File: src/rtl/rf_write_arbiter.sv
// Register-file write-port arbiter: the pipeline writeback has absolute priority, MDU results queue in a 2-entry in-order FIFO.
// Optional starvation stall request is built only when RF_ARB_STARVE_EN is defined.
module rf_write_arbiter #(
   parameter int STARVE_MAX = 8
) (
   input  logic        clk,
   input  logic        rst,
   input  logic        pipe_we,
   input  logic [4:0]  pipe_waddr,
   input  logic [63:0] pipe_wdata,
   input  logic        mdu_valid,
   output logic        mdu_ready,
   input  logic [4:0]  mdu_waddr,
   input  logic [63:0] mdu_wdata,
   output logic        rf_we,
   output logic [4:0]  rf_waddr,
   output logic [63:0] rf_wdata,
   output logic        stall_req,
   output logic [1:0]  pend_cnt
);

   typedef struct packed {
      logic [4:0]  addr;
      logic [63:0] data;
   } ent_t;

   ent_t        fifo_q [2];
   ent_t        fifo_d [2];
   logic [1:0]  cnt_q, cnt_d;
   logic        rf_we_q, rf_we_d;
   logic [4:0]  rf_waddr_q, rf_waddr_d;
   logic [63:0] rf_wdata_q, rf_wdata_d;

   logic        pipe_v;
   logic        accept;
   logic        enq;
   logic        pop;
   logic        inval;
   logic [1:0]  keep;
   ent_t        lst [2];
   ent_t        new_ent;
   logic [1:0]  surv_n;
   logic [1:0]  tot;

   // mdu_ready only looks at registered occupancy, so a full FIFO never accepts even if it pops this cycle.
   assign mdu_ready = !rst && (cnt_q != 2'd2);

   always_comb begin
      pipe_v  = pipe_we && (pipe_waddr != 5'd0);
      accept  = mdu_valid && mdu_ready;
      new_ent = '{addr: mdu_waddr, data: mdu_wdata};

      // Pipeline write is younger than anything buffered: matching entries die without writing.
      keep[0] = (cnt_q >= 2'd1) && !(pipe_v && (fifo_q[0].addr == pipe_waddr));
      keep[1] = (cnt_q == 2'd2) && !(pipe_v && (fifo_q[1].addr == pipe_waddr));
      inval   = ((cnt_q >= 2'd1) && !keep[0]) || ((cnt_q == 2'd2) && !keep[1]);

      lst[0] = fifo_q[0];
      lst[1] = fifo_q[1];
      surv_n = 2'd0;
      if (keep[0] && keep[1]) begin
         surv_n = 2'd2;
      end else if (keep[0]) begin
         surv_n = 2'd1;
      end else if (keep[1]) begin
         lst[0] = fifo_q[1];
         surv_n = 2'd1;
      end

      enq = accept && (mdu_waddr != 5'd0) && !(pipe_v && (mdu_waddr == pipe_waddr));
      if (enq) begin
         if (surv_n == 2'd0) begin
            lst[0] = new_ent;
         end else begin
            lst[1] = new_ent;
         end
      end
      tot = surv_n + {1'b0, enq};

      // Popping after the append gives the empty-FIFO bypass for free.
      pop = !pipe_v && (tot != 2'd0);

      fifo_d[0] = lst[0];
      fifo_d[1] = lst[1];
      cnt_d     = tot;
      if (pop) begin
         fifo_d[0] = lst[1];
         cnt_d     = tot - 2'd1;
      end

      rf_we_d    = 1'b0;
      rf_waddr_d = 5'd0;
      rf_wdata_d = 64'd0;
      if (pipe_v) begin
         rf_we_d    = 1'b1;
         rf_waddr_d = pipe_waddr;
         rf_wdata_d = pipe_wdata;
      end else if (pop) begin
         rf_we_d    = 1'b1;
         rf_waddr_d = lst[0].addr;
         rf_wdata_d = lst[0].data;
      end
   end

   always_ff @(posedge clk) begin
      if (rst) begin
         fifo_q[0]  <= '0;
         fifo_q[1]  <= '0;
         cnt_q      <= 2'd0;
         rf_we_q    <= 1'b0;
         rf_waddr_q <= 5'd0;
         rf_wdata_q <= 64'd0;
      end else begin
         fifo_q[0]  <= fifo_d[0];
         fifo_q[1]  <= fifo_d[1];
         cnt_q      <= cnt_d;
         rf_we_q    <= rf_we_d;
         rf_waddr_q <= rf_waddr_d;
         rf_wdata_q <= rf_wdata_d;
      end
   end

   assign rf_we    = rf_we_q;
   assign rf_waddr = rf_waddr_q;
   assign rf_wdata = rf_wdata_q;
   assign pend_cnt = cnt_q;

`ifdef RF_ARB_STARVE_EN
   localparam int SCW = $clog2(STARVE_MAX + 1);

   logic [SCW-1:0] starve_cnt_q, starve_cnt_d;
   logic           stall_q, stall_d;

   // Counts consecutive cycles where something is buffered but nothing leaves; saturates at STARVE_MAX.
   always_comb begin
      starve_cnt_d = '0;
      if (!(pop || inval) && (cnt_q != 2'd0)) begin
         if (starve_cnt_q >= SCW'(STARVE_MAX)) begin
            starve_cnt_d = starve_cnt_q;
         end else begin
            starve_cnt_d = starve_cnt_q + SCW'(1);
         end
      end
      stall_d = (starve_cnt_d >= SCW'(STARVE_MAX));
   end

   always_ff @(posedge clk) begin
      if (rst) begin
         starve_cnt_q <= '0;
         stall_q      <= 1'b0;
      end else begin
         starve_cnt_q <= starve_cnt_d;
         stall_q      <= stall_d;
      end
   end

   assign stall_req = stall_q;
`else
   assign stall_req = 1'b0;
`endif

endmodule

File: config.mk
export PLATFORM = sky130hd
export DESIGN_NAME = rf_write_arbiter
export DESIGN_NICKNAME = d
export VERILOG_FILES = /design/src/rtl/rf_write_arbiter.sv
export SDC_FILE = /design/constraint.sdc
export NUM_CORES = 1
export LEC_CHECK = 0
export ABC_CLOCK_PERIOD_IN_PS = 5300
export BUFFER_PORTS_ARGS = -buffer_cell sky130_fd_sc_hd__buf_2
export CAP_MARGIN = 20
export CORE_UTILIZATION = 54
export CTS_CLUSTER_DIAMETER = 120
export CTS_CLUSTER_SIZE = 12
export DETAILED_ROUTE_END_ITERATION = 10
export PLACE_DENSITY = 0.86
export SLEW_MARGIN = 20
export SYNTH_ARGS = -nofsm -noshare
export SYNTH_HDL_FRONTEND = slang
export SYNTH_SLANG_ARGS = --single-unit
File: constraint.sdc
create_clock -name clk -period 5.3 [get_ports clk]
set_input_delay 0.53 -clock clk [delete_from_list [all_inputs] [get_ports clk]]
set_output_delay 0.53 -clock clk [all_outputs]
set_load 0.02 [all_outputs]
==> results of run 1 <==
synthesized netlist by cell type, drive strengths merged (3+ instances only):
library cell	count	area [um2]
o21ai	172	868
o211ai	3	27.5
nand2	92	345
xnor2	13	114
nor2	94	355
a21boi	50	375
ha	3	37.5
nor3	16	91.3
o221a	5	56.3
a2111oi	15	205
a211oi	51	383
o32ai	51	454
mux2	5	56.3
o21a	15	113
a21oi	25	125
buf	28	170
clkbuf	70	263
mux2i	69	691
a22oi	19	143
dfxtp	210	4200
o22a	14	123
inv	8	30.0
xor2	3	26.3
cell families after synthesis:
logic type	count (synthesis)	synth area share [%]
AOI/OAI and AO/OA	422	31.0
xor gates and xnor gates	16	1.49
adders and majority gates	4	0.613
buffers and inverters	106	4.93
DFF	210	44.8
muxes	74	7.96
other	1	0.0400
and+or+nand+nor	212	9.17
power breakdown:
part	switching (mW)	leakage, nW	internal (mW)	total [mW]
registers	0.111	1.72	1.88	1.99
clock network	0.571	0.263	0.700	1.27
logic	1.29	2.55	0.725	2.01
total	1.97	4.53	3.31	5.28
worst min-delay path: cells and delay by family:
family / cells / cell delay, ps
compound gates: 1 / 50
buf+inv: 1 / 80
simple gates: 1 / 30
worst max path at each step:
stage                   from             to  slack [ps]
2_1_floorplan  pipe_waddr[0]  fifo_q[0][64]        1400
3_3_place_gp   pipe_waddr[1]  fifo_q[0][52]        1300
3_5_place_dp   pipe_waddr[1]   rf_wdata[50]        1200
4_1_cts          pend_cnt[1]   rf_wdata[50]        1600
5_1_grt          pend_cnt[0]  fifo_q[0][52]        1250
6_report         pend_cnt[1]  fifo_q[0][52]        1580
flip-flops by register name (all words and copies together) (netlist names):
| signal | count |
|---|---|
| fifo_q | 138 |
| rf_wdata | 64 |
| rf_waddr | 5 |
| pend_cnt | 2 |
| rf_we | 1 |
area by class of cell:
type                            instances  area (um2)
Clock buffer                           21         526
Multi-Input combinational cell        729        4760
Clock inverter                          1        8.76
Timing Repair Buffer                  232        1250
Inverter                                8        30.0
Fill cell                            1360        5710
Sequential cell                       210        4200
Tap cell                              220         275
routing by layer:
layer | up-vias | global-route usage (%) | wire length (um)
met5 | - | 0 | 0
met4 | 0 | 7.89 | 555
met3 | 50 | 4.01 | 1860
met2 | 406 | 48.5 | 12300
met1 | 4188 | 37.6 | 10900
li1 | 4121 | - | -
through the flow:
step	cells	worst slack, ps	power [mW]
floorplan	1045	1400	3.44
global placement	1399	1300	3.95
detailed placement	1399	1200	4.00
CTS	1421	1600	5.27
global route	1421	1250	5.56
finish	1421	1580	5.28
==> out/qor.txt, run 1 <==
Peak supply drop: 0.000251 V
Site Rows: 47
Io pins: 216
CP Launch Type: register
Cts bufs inserted: 21
Main synth FF type: dfxtp_1
Most frequent cells in the layout: buf_2 (213), dfxtp_1 (210), o21ai_0 (170)
Layout area overhead: 17.7%
Clk_skew: 17.1 ps
RePlAce Congestion: 0.918
GRT Total Usage: 28.5%
R2r startpoint: pend_cnt[1]
Outcome: finished clean
Final period util: 70.3%
Share of cells above drive strength 1: 24.1%
Mapped Cells: 1045
Final Hold Viols: 0
First-pass GRT wire length: 42000 um
First-iteration detailed-routing DRC count: 779
Die Y: 134 um
Root Driver: clkbuf_16
Nets: 1348
Gr ovfl total: 0
EDFF count, synth: 0
Fmax: 269 MHz
Buf/Inv on CP: 3
Setup_tns: 0 ps
ANT cells: 0
CTS tree: yes
DR vias: 8765
Final setup fails: 0
Final ANT Viol Nets: 0
Power Density: 477 nW/um2
Hold Worst Slack: 235 ps
Routed wire length: 25600 um
Input/output buffers: 214
Hpwl dp: 15800 um
RR Endpoint: fifo_q[0][52]
#FFs+latches synth: 210
Crit-path slowest cell: fa_1
Worst path cell trace: nor2b_1 > a2111oi_2 > o21ai_2 > inv_2 > fa_1 > inv_1 > ha_1 > nand2b_4 > buf_4 > nor2_1 > o21a_1 > a2111oi_1
Design Area, Final: 11100 um2
Die area: 17900 um2
Library cells used by synthesis: 45
Synth Net Count: 1191
RSZ-0062 raised after global routing: no
Largest net degree at the start of global routing: 96
Sequential area share after synthesis: 44.8%
First-pass detailed-route iteration total: 9
Worst EP required: 5670 ps
LEAKAGE: 4.53 nW
PostCTS Resize Cnt: 0
Commonest non-fill, non-tap cell in the layout: buf_2
Cts hold-fix bufs: 0
Worst skew pair latency: 490 ps
Initial antenna violation count: 0
Starting Density: 56.0%
Worst hold path depth: 3
R2r setup slk: 1580 ps
Worst-path fanout max: 34
YS warnings: 0
Fin crit period: 3720 ps
Max H-tree Level: 1
Clk sinks: 210
Critical path's top delay family: compound AO/OA/AOI/OAI gates
Clock tree buffer depth: 3
Hold WC Path Type: primary input to register
Routed WL per cell: 18.0 um
Final Core Density: 65.9%
Relative slew slack: 29.7%
Vias in the first global route: 8326
Syn avg cell area: 8.98 um2
Max-cap violations: 0
Post-DP Area: 10500 um2
Path depth of the worst reg2reg path: 12
Min-Delay Startpoint: pipe_wdata[8]
Die Width: 134 um
Largest stage delay, worst path: 510 ps
DR vias/cell: 6.17
Core area: 16800 um2
Slew @ Worst Pin: 1050 ps
Cell area after synthesis: 9390 um2
Hold endpoint: rf_wdata[8]
CP Capture Type: register
Levels on crit path: 12
Max Slew Vio Count: 0
Clk slew on worst S/H paths: 60 ps
Kind of critical path: register to register
Critical path arrival: 4090 ps
Post-synth ARST share: 0%
Drt drc: 0
Post-CTS Setup Inserts: 0
Power figures use the tool's default switching activity.
==> run 2, diff against run 1 <==
--- a/config.mk
+++ b/config.mk
@@ -5,7 +5,7 @@
 export SDC_FILE = /design/constraint.sdc
 export NUM_CORES = 1
 export LEC_CHECK = 0
-export ABC_CLOCK_PERIOD_IN_PS = 5300
+export ABC_CLOCK_PERIOD_IN_PS = 3670
 export BUFFER_PORTS_ARGS = -buffer_cell sky130_fd_sc_hd__buf_2
 export CAP_MARGIN = 20
 export CORE_UTILIZATION = 54
==> constraint.sdc (replaced) <==
create_clock -name clk -period 3.67 [get_ports clk]
set_input_delay 0.367 -clock clk [delete_from_list [all_inputs] [get_ports clk]]
set_output_delay 0.367 -clock clk [all_outputs]
set_load 0.02 [all_outputs]
==> run 2 against run 1 <==
  * Clock-buffer cell count unchanged
  * Critical endpoint is now rf_waddr[0]
  * Maximum frequency increased by 11%
  * Sequential share of layout area decreased by 0.64 points
  * Final cell count increased by 1.3%
  * Largest cell class unchanged
==> out/qor.txt, run 2 (same netlist as run 1, synthesis figures left out) <==
Critical path arrival: 3770 ps (-320 ps)
Final Hold Viols: 0 (unchanged)
Initial antenna violation count: 1 (+1)
Clock tree buffer depth: 3 (unchanged)
Vias in the first global route: 8456 (+1.6%)
Layout area overhead: 19.7%
Largest stage delay, worst path: 700 ps (+190 ps)
Max-cap violations: 0 (unchanged)
Psw: 2.86 mW (+45%)
Routed WL per cell: 17.7 um (-2.1%)
Clk slew on worst S/H paths: 60 ps (about the same)
Setup_tns: 0 ps (unchanged)
First-iteration detailed-routing DRC count: 588 (-25%)
Sequential share of power: 37.1% (-0.7 points)
PostCTS Resize Cnt: 0 (unchanged)
Most frequent cells in the layout: buf_2 (213), dfxtp_1 (210), o21ai_0 (170)
Relative slew slack: 33.1% (+3.4 points)
Critical Path Most Common Cell: inv_1
Place WS: 108 ps (-1090 ps)
RR Endpoint: rf_waddr[0]
Max H-tree Level: 1 (unchanged)
Nets: 1363 (+1.1%)
Worst setup margin: 324 ps (-1250 ps)
LEAKAGE: 4.64 nW (+2.4%)
Finished Layout Cells: 1439 (+1.3%)
DR vias: 8757 (-0.091%)
Worst hold path depth: 3 (unchanged)
R2r setup slk: 320 ps (-1250 ps)
Hold endpoint: rf_wdata[14]
Crit-path slowest cell: nor3_4
Clk_skew: 26.3 ps (+9.24 ps)
First-pass GRT wire length: 40700 um (-3.0%)
Final period util: 91.2% (+21 points)
Post-CTS Setup Inserts: 0 (unchanged)
Final setup fails: 0 (unchanged)
Routed wire length: 25400 um (-0.87%)
Commonest non-fill, non-tap cell in the layout: buf_2
CP Launch Type: register
Worst EP required: 4100 ps (-1570 ps)
DR vias/cell: 6.09 (-1.3%)
Hold WC Path Type: primary input to register
Power Density: 688 nW/um2 (+44%)
Min-Delay Startpoint: pipe_wdata[14]
CTS tree: yes
Comb pwr share: 39.0% (+0.9 points)
Fillers: 1335 (-1.8%)
Cts hold-fix bufs: 0 (unchanged)
Max FFs per register: 138 (unchanged)
Clk sinks: 210 (unchanged)
Worst skew pair latency: 500 ps (about the same)
Largest net degree at the start of global routing: 87 (-9.4%)
Drt drc: 0 (unchanged)
Placed cells: 1414 (+1.1%)
Worst-path fanout max: 23 (-32%)
Die Y: 134 um (unchanged)
Input/output buffers: 214 (unchanged)
Biggest register: fifo_q
Gr ovfl total: 0 (unchanged)
First-pass detailed-route iteration total: 5 (-4)
GRT Total Usage: 27.5% (-0.93 points)
Final ANT Viol Nets: 0 (unchanged)
Io pins: 216 (unchanged)
Root Driver: clkbuf_16
Starting Density: 56.0% (unchanged)
Final Core Density: 67.1% (+1.1 points)
Die Width: 134 um (unchanged)
Fin crit period: 3350 ps (-378 ps)
Cts bufs inserted: 21 (unchanged)
RePlAce Congestion: 0.922 (+0.39%)
Max Slew Vio Count: 0 (unchanged)
Clock network power share: 23.9% (-0.2 points)
Die area: 17900 um2 (unchanged)
CP Capture Type: register
Internal power: 4.87 mW (+47%)
Fmax: 299 MHz (+11%)
Site Rows: 47 (unchanged)
Path depth of the worst reg2reg path: 11 (-1)
Kind of critical path: register to register
Peak supply drop: 0.000389 V (+55%)
R2r startpoint: fifo_q[0][64]
Outcome: finished clean
Hpwl dp: 16200 um (+2.5%)
Sw Share: 37.0% (-0.30 points)
Slew @ Worst Pin: 1000 ps (-51.1 ps)
Core area: 16800 um2 (unchanged)
Worst path cell trace: xnor2_1 > nand3_1 > o32ai_4 > inv_1 > fa_1 > inv_1 > ha_1 > nand2b_4 > nor3_4 > a22oi_1 > o21ai_0
Share of cells above drive strength 1: 25.1% (+1.0 points)
RSZ-0062 raised after global routing: no
## run 2: changes by cell type in the layout (fill, tap and decap cells not counted)
cell,delta
buf_12,+5
buf_4,+10
diode_2,+2
inv_6,+1
## run 2: metal layers
layer / up-vias / GRT usage [%] / share of wire [%]
met3: 58 / 3.63 / 7.0
met2: 377 / 47.4 / 48
met4: 0 / 11.6 / 2.5
met1: 4156 / 34.7 / 42
met5: - / 0 / 0
li1: 4166 / - / -
## run 2: critical path, delay by kind of cell, from the launching register on
kind,cells,cell delay (ps)
xor gates and xnor gates,1,150
DFF,1,380
and+or+nand+nor,3,1140
adders and majority gates,2,790
buffers and inverters,2,170
AOI/OAI and AO/OA,3,630
## run 2: worst max-delay path by stage
stage                             start             to  depth (start not counted)
after CTS                 fifo_q[0][64]    rf_wdata[8]                         12
after floorplan           pipe_waddr[0]  fifo_q[0][64]                         15
after global placement    pipe_waddr[1]  fifo_q[0][67]                         13
final                     fifo_q[0][64]    rf_waddr[0]                         11
after global routing      fifo_q[0][64]   rf_wdata[60]                         11
after detailed placement  pipe_waddr[1]  fifo_q[0][65]                         13
## run 2: power by group through the flow
stage / registers, mW / logic, mW / clock network (mW)
2_1_floorplan: 3.05 / 1.92 / 0
3_3_place_gp: 2.91 / 2.91 / 0
3_5_place_dp: 2.92 / 2.97 / 0
4_1_cts: 2.87 / 2.99 / 1.87
5_1_grt: 2.92 / 3.26 / 1.96
6_report: 2.87 / 3.02 / 1.85
## run 2: layout make-up
class	instances	area [um2]	area share (%)
Multi-Input combinational cell	729	4760	42.4
Tap cell	220	275	2.45
Timing Repair Buffer	247	1420	12.6
Inverter	8	30.0	0.267
Sequential cell	210	4200	37.4
Antenna cell	2	5.00	0.0445
Clock buffer	21	526	4.68
Clock inverter	2	17.5	0.156
## run 2: metrics by stage
step / hold slack, ps / cell area (um2) / power, mW
after floorplan: 463 / 9390 / 4.97
after global placement: 476 / 10700 / 5.82
after detailed placement: 482 / 10700 / 5.89
after CTS: 51.2 / 11200 / 7.74
after global routing: 55.4 / 11200 / 8.13
final: 54.8 / 11200 / 7.74
==> run 3, diff against run 2 <==
--- a/config.mk
+++ b/config.mk
@@ -8,10 +8,11 @@
 export ABC_CLOCK_PERIOD_IN_PS = 3670
 export BUFFER_PORTS_ARGS = -buffer_cell sky130_fd_sc_hd__buf_2
 export CAP_MARGIN = 20
+export CORE_MARGIN = 2
 export CORE_UTILIZATION = 54
-export CTS_CLUSTER_DIAMETER = 120
 export CTS_CLUSTER_SIZE = 12
 export DETAILED_ROUTE_END_ITERATION = 10
+export GPL_TIMING_DRIVEN = 0
 export PLACE_DENSITY = 0.86
 export SLEW_MARGIN = 20
 export SYNTH_ARGS = -nofsm -noshare
==> run 3 against run 2 <==
  * Maximum frequency is 4.4% lower
  * First-iteration DRC count grew 36%
  * Sequential power about the same
  * Critical path depth is 2 higher
  * Total power rose by 4.9%
  * Combinational power grew 2%
  * Hold slack better by 5.8 ps
  * Die area grew 3.0%
  * Via count rose by 5.4%
  * Sequential share of layout area is 0.95 points lower
  * Critical endpoint is now rf_waddr[3]
==> out/qor.txt, run 3 (same netlist as run 1, synthesis figures left out) <==
Critical path's top delay family: adder cells
Comb pwr share: 38.0% (-1.0 points)
LEAKAGE: 4.78 nW (+2.9%)
Crit-path slowest cell: fa_1
Multi-input logic area: 4770 um2 (+0.26%)
Worst path cell trace: xnor2_1 > nand2_1 > o32ai_4 > clkbuf_4 > inv_1 > fa_1 > inv_1 > ha_1 > nand2b_2 > nor2_4 > nand2_2 > clkbuf_2 > o21ai_0
Internal power: 5.11 mW (+4.9%)
R2r startpoint: fifo_q[0][66]
Final setup fails: 0 (unchanged)
Place WS: -1460 ps (-1560 ps)
Hold WC Path Type: primary input to register
Drt drc: 0 (unchanged)
Largest net degree at the start of global routing: 17 (-80%)
Peak supply drop: 0.000478 V (+23%)
Sw Share: 37.1% (about the same)
Clock tree buffer depth: 3 (unchanged)
Relative slew slack: 36.7% (+3.5 points)
Clk sinks: 210 (unchanged)
Psw: 3.01 mW (+5.0%)
Starting Density: 54.8% (-1.2 points)
Max-cap violations: 0 (unchanged)
Final Hold Viols: 0 (unchanged)
Io pins: 216 (unchanged)
Input/output buffers: 213 (-0.47%)
Fillers: 1358 (+1.7%)
CTS tree: yes
Routed wire length: 28100 um (+10%)
Nets: 1430 (+4.9%)
Worst-path fanout max: 10 (-57%)
Critical Path Most Common Cell: inv_1
Largest stage delay, worst path: 600 ps (-100 ps)
CP Launch Type: register
Outcome: finished clean
Max Slew Vio Count: 0 (unchanged)
Clk_skew: 8.92 ps (-17.4 ps)
Routed WL per cell: 18.5 um (+4.7%)
Register area: 4200 um2 (unchanged)
Levels on crit path: 13 (+2)
Die area: 18500 um2 (+3.0%)
Kind of critical path: register to register
Gr ovfl total: 0 (unchanged)
R2r setup slk: 170 ps (-150 ps)
Hold Worst Slack: 60.6 ps (+5.83 ps)
Buf/Inv on CP: 4 (+2)
Beginning of the critical path: fifo_q[0][66]
Worst EP required: 4060 ps (-40 ps)
Most frequent cells in the layout: buf_2 (232), dfxtp_1 (210), o21ai_0 (169)
Final ANT Viol Nets: 0 (unchanged)
Share of cells above drive strength 1: 25.4% (+0.24 points)
Cts hold-fix bufs: 0 (unchanged)
Core area: 17100 um2 (+2.1%)
DR vias/cell: 6.08 (-0.12%)
Fin crit period: 3500 ps (+153 ps)
RePlAce Congestion: 0.906 (-1.7%)
Die Y: 136 um (+1.5%)
Max H-tree Level: 1 (unchanged)
CP Capture Type: register
First-iteration detailed-routing DRC count: 802 (+36%)
First-pass GRT wire length: 44100 um (+8.2%)
Commonest non-fill, non-tap cell in the layout: buf_2
Site Rows: 48 (+2.1%)
Final period util: 95.3% (+4.2 points)
Path depth of the worst reg2reg path: 13 (+2)
Layout area overhead: 22.9%
Worst skew pair latency: 500 ps (about the same)
RR Endpoint: rf_waddr[3]
CP endpoint: rf_waddr[3]
Slew @ Worst Pin: 949 ps (-54.0 ps)
Vias in the first global route: 8871 (+4.9%)
Hpwl dp: 19000 um (+17%)
Die Width: 136 um (+1.5%)
DR vias: 9227 (+5.4%)
Power Density: 704 nW/um2 (+2.3%)
Max FFs per register: 138 (unchanged)
Clock network power share: 26.5% (+2.6 points)
GRT Total Usage: 29.5% (+1.9 points)
Sequential share of power: 35.5% (-1.6 points)
Root Driver: clkbuf_16
Clk slew on worst S/H paths: 60 ps (about the same)
Fmax: 286 MHz (-4.4%)
Worst setup margin: 171 ps (-153 ps)
Cts bufs inserted: 22 (+4.8%)
Biggest register: fifo_q
Initial antenna violation count: 0 (-1)
First-pass detailed-route iteration total: 6 (+1)
Critical path arrival: 3890 ps (+120 ps)
## run 3: worst min-delay path by stage
| stage | to | cells after the start | slack, ps | start |
|---|---|---|---|---|
| after detailed placement | fifo_q[0][126] | 2 | 480 | fifo_q[0][126] |
| after global placement | fifo_q[0][124] | 2 | 470 | fifo_q[0][124] |
| after global routing | rf_wdata[18] | 3 | 60 | pipe_wdata[18] |
| after floorplan | fifo_q[0][119] | 2 | 460 | fifo_q[0][119] |
| final | rf_wdata[18] | 3 | 60 | pipe_wdata[18] |
| after CTS | rf_wdata[48] | 3 | 60 | pipe_wdata[48] |
## run 3: what timing repair did
action / 4_1_cts / 5_1_grt
pin swaps: 1 / 1
resized for setup: 13 / 38
cloned: 0 / 0
buffers inserted: 3 / 3
setup endpoints to repair: 204 / 189
## run 3: power groups by stage
stage	combinational [mW]	clock [mW]	sequential, mW
global route	3.36	2.24	2.92
CTS	3.01	2.16	2.87
global placement	2.87	0	2.90
detailed placement	2.94	0	2.92
floorplan	1.92	0	3.05
finish	3.09	2.15	2.88
## run 3: area by class of cell
type                            instances  area share (%)
Antenna cell                            1          0.0217
Timing Repair Buffer                  219            9.63
Inverter                                8           0.304
Clock inverter                          2           0.304
Buffer                                 94            3.88
Clock buffer                           30            5.57
Sequential cell                       210            36.5
Tap cell                              225            2.44
Multi-Input combinational cell        729            41.4
## run 3: stage by stage
stage                     std cells  utilization (%)  power [mW]  area [um2]  TNS, ps
after floorplan                1045                -        4.97        9390        0
after global placement         1483             62.7        5.77       10700  -154100
after detailed placement       1483             62.7        5.85       10700  -166750
after CTS                      1516             67.1        8.04       11500        0
after global routing           1517             67.4        8.53       11500    -8.77
final                          1518             67.4        8.12       11500        0
## run 3: tightest hold or removal path: stages
cell and delay (ps):
buf_2 80, nand2_1 30, o21ai_0 50
## run 3: routing by layer
layer | up-vias | GRT usage, % | routed length, um
met2 | 477 | 49.4 | 13400
met1 | 4372 | 38.8 | 11600
met3 | 65 | 4.14 | 2350
li1 | 4313 | - | -
met5 | - | 0 | 0
met4 | 0 | 10.9 | 762
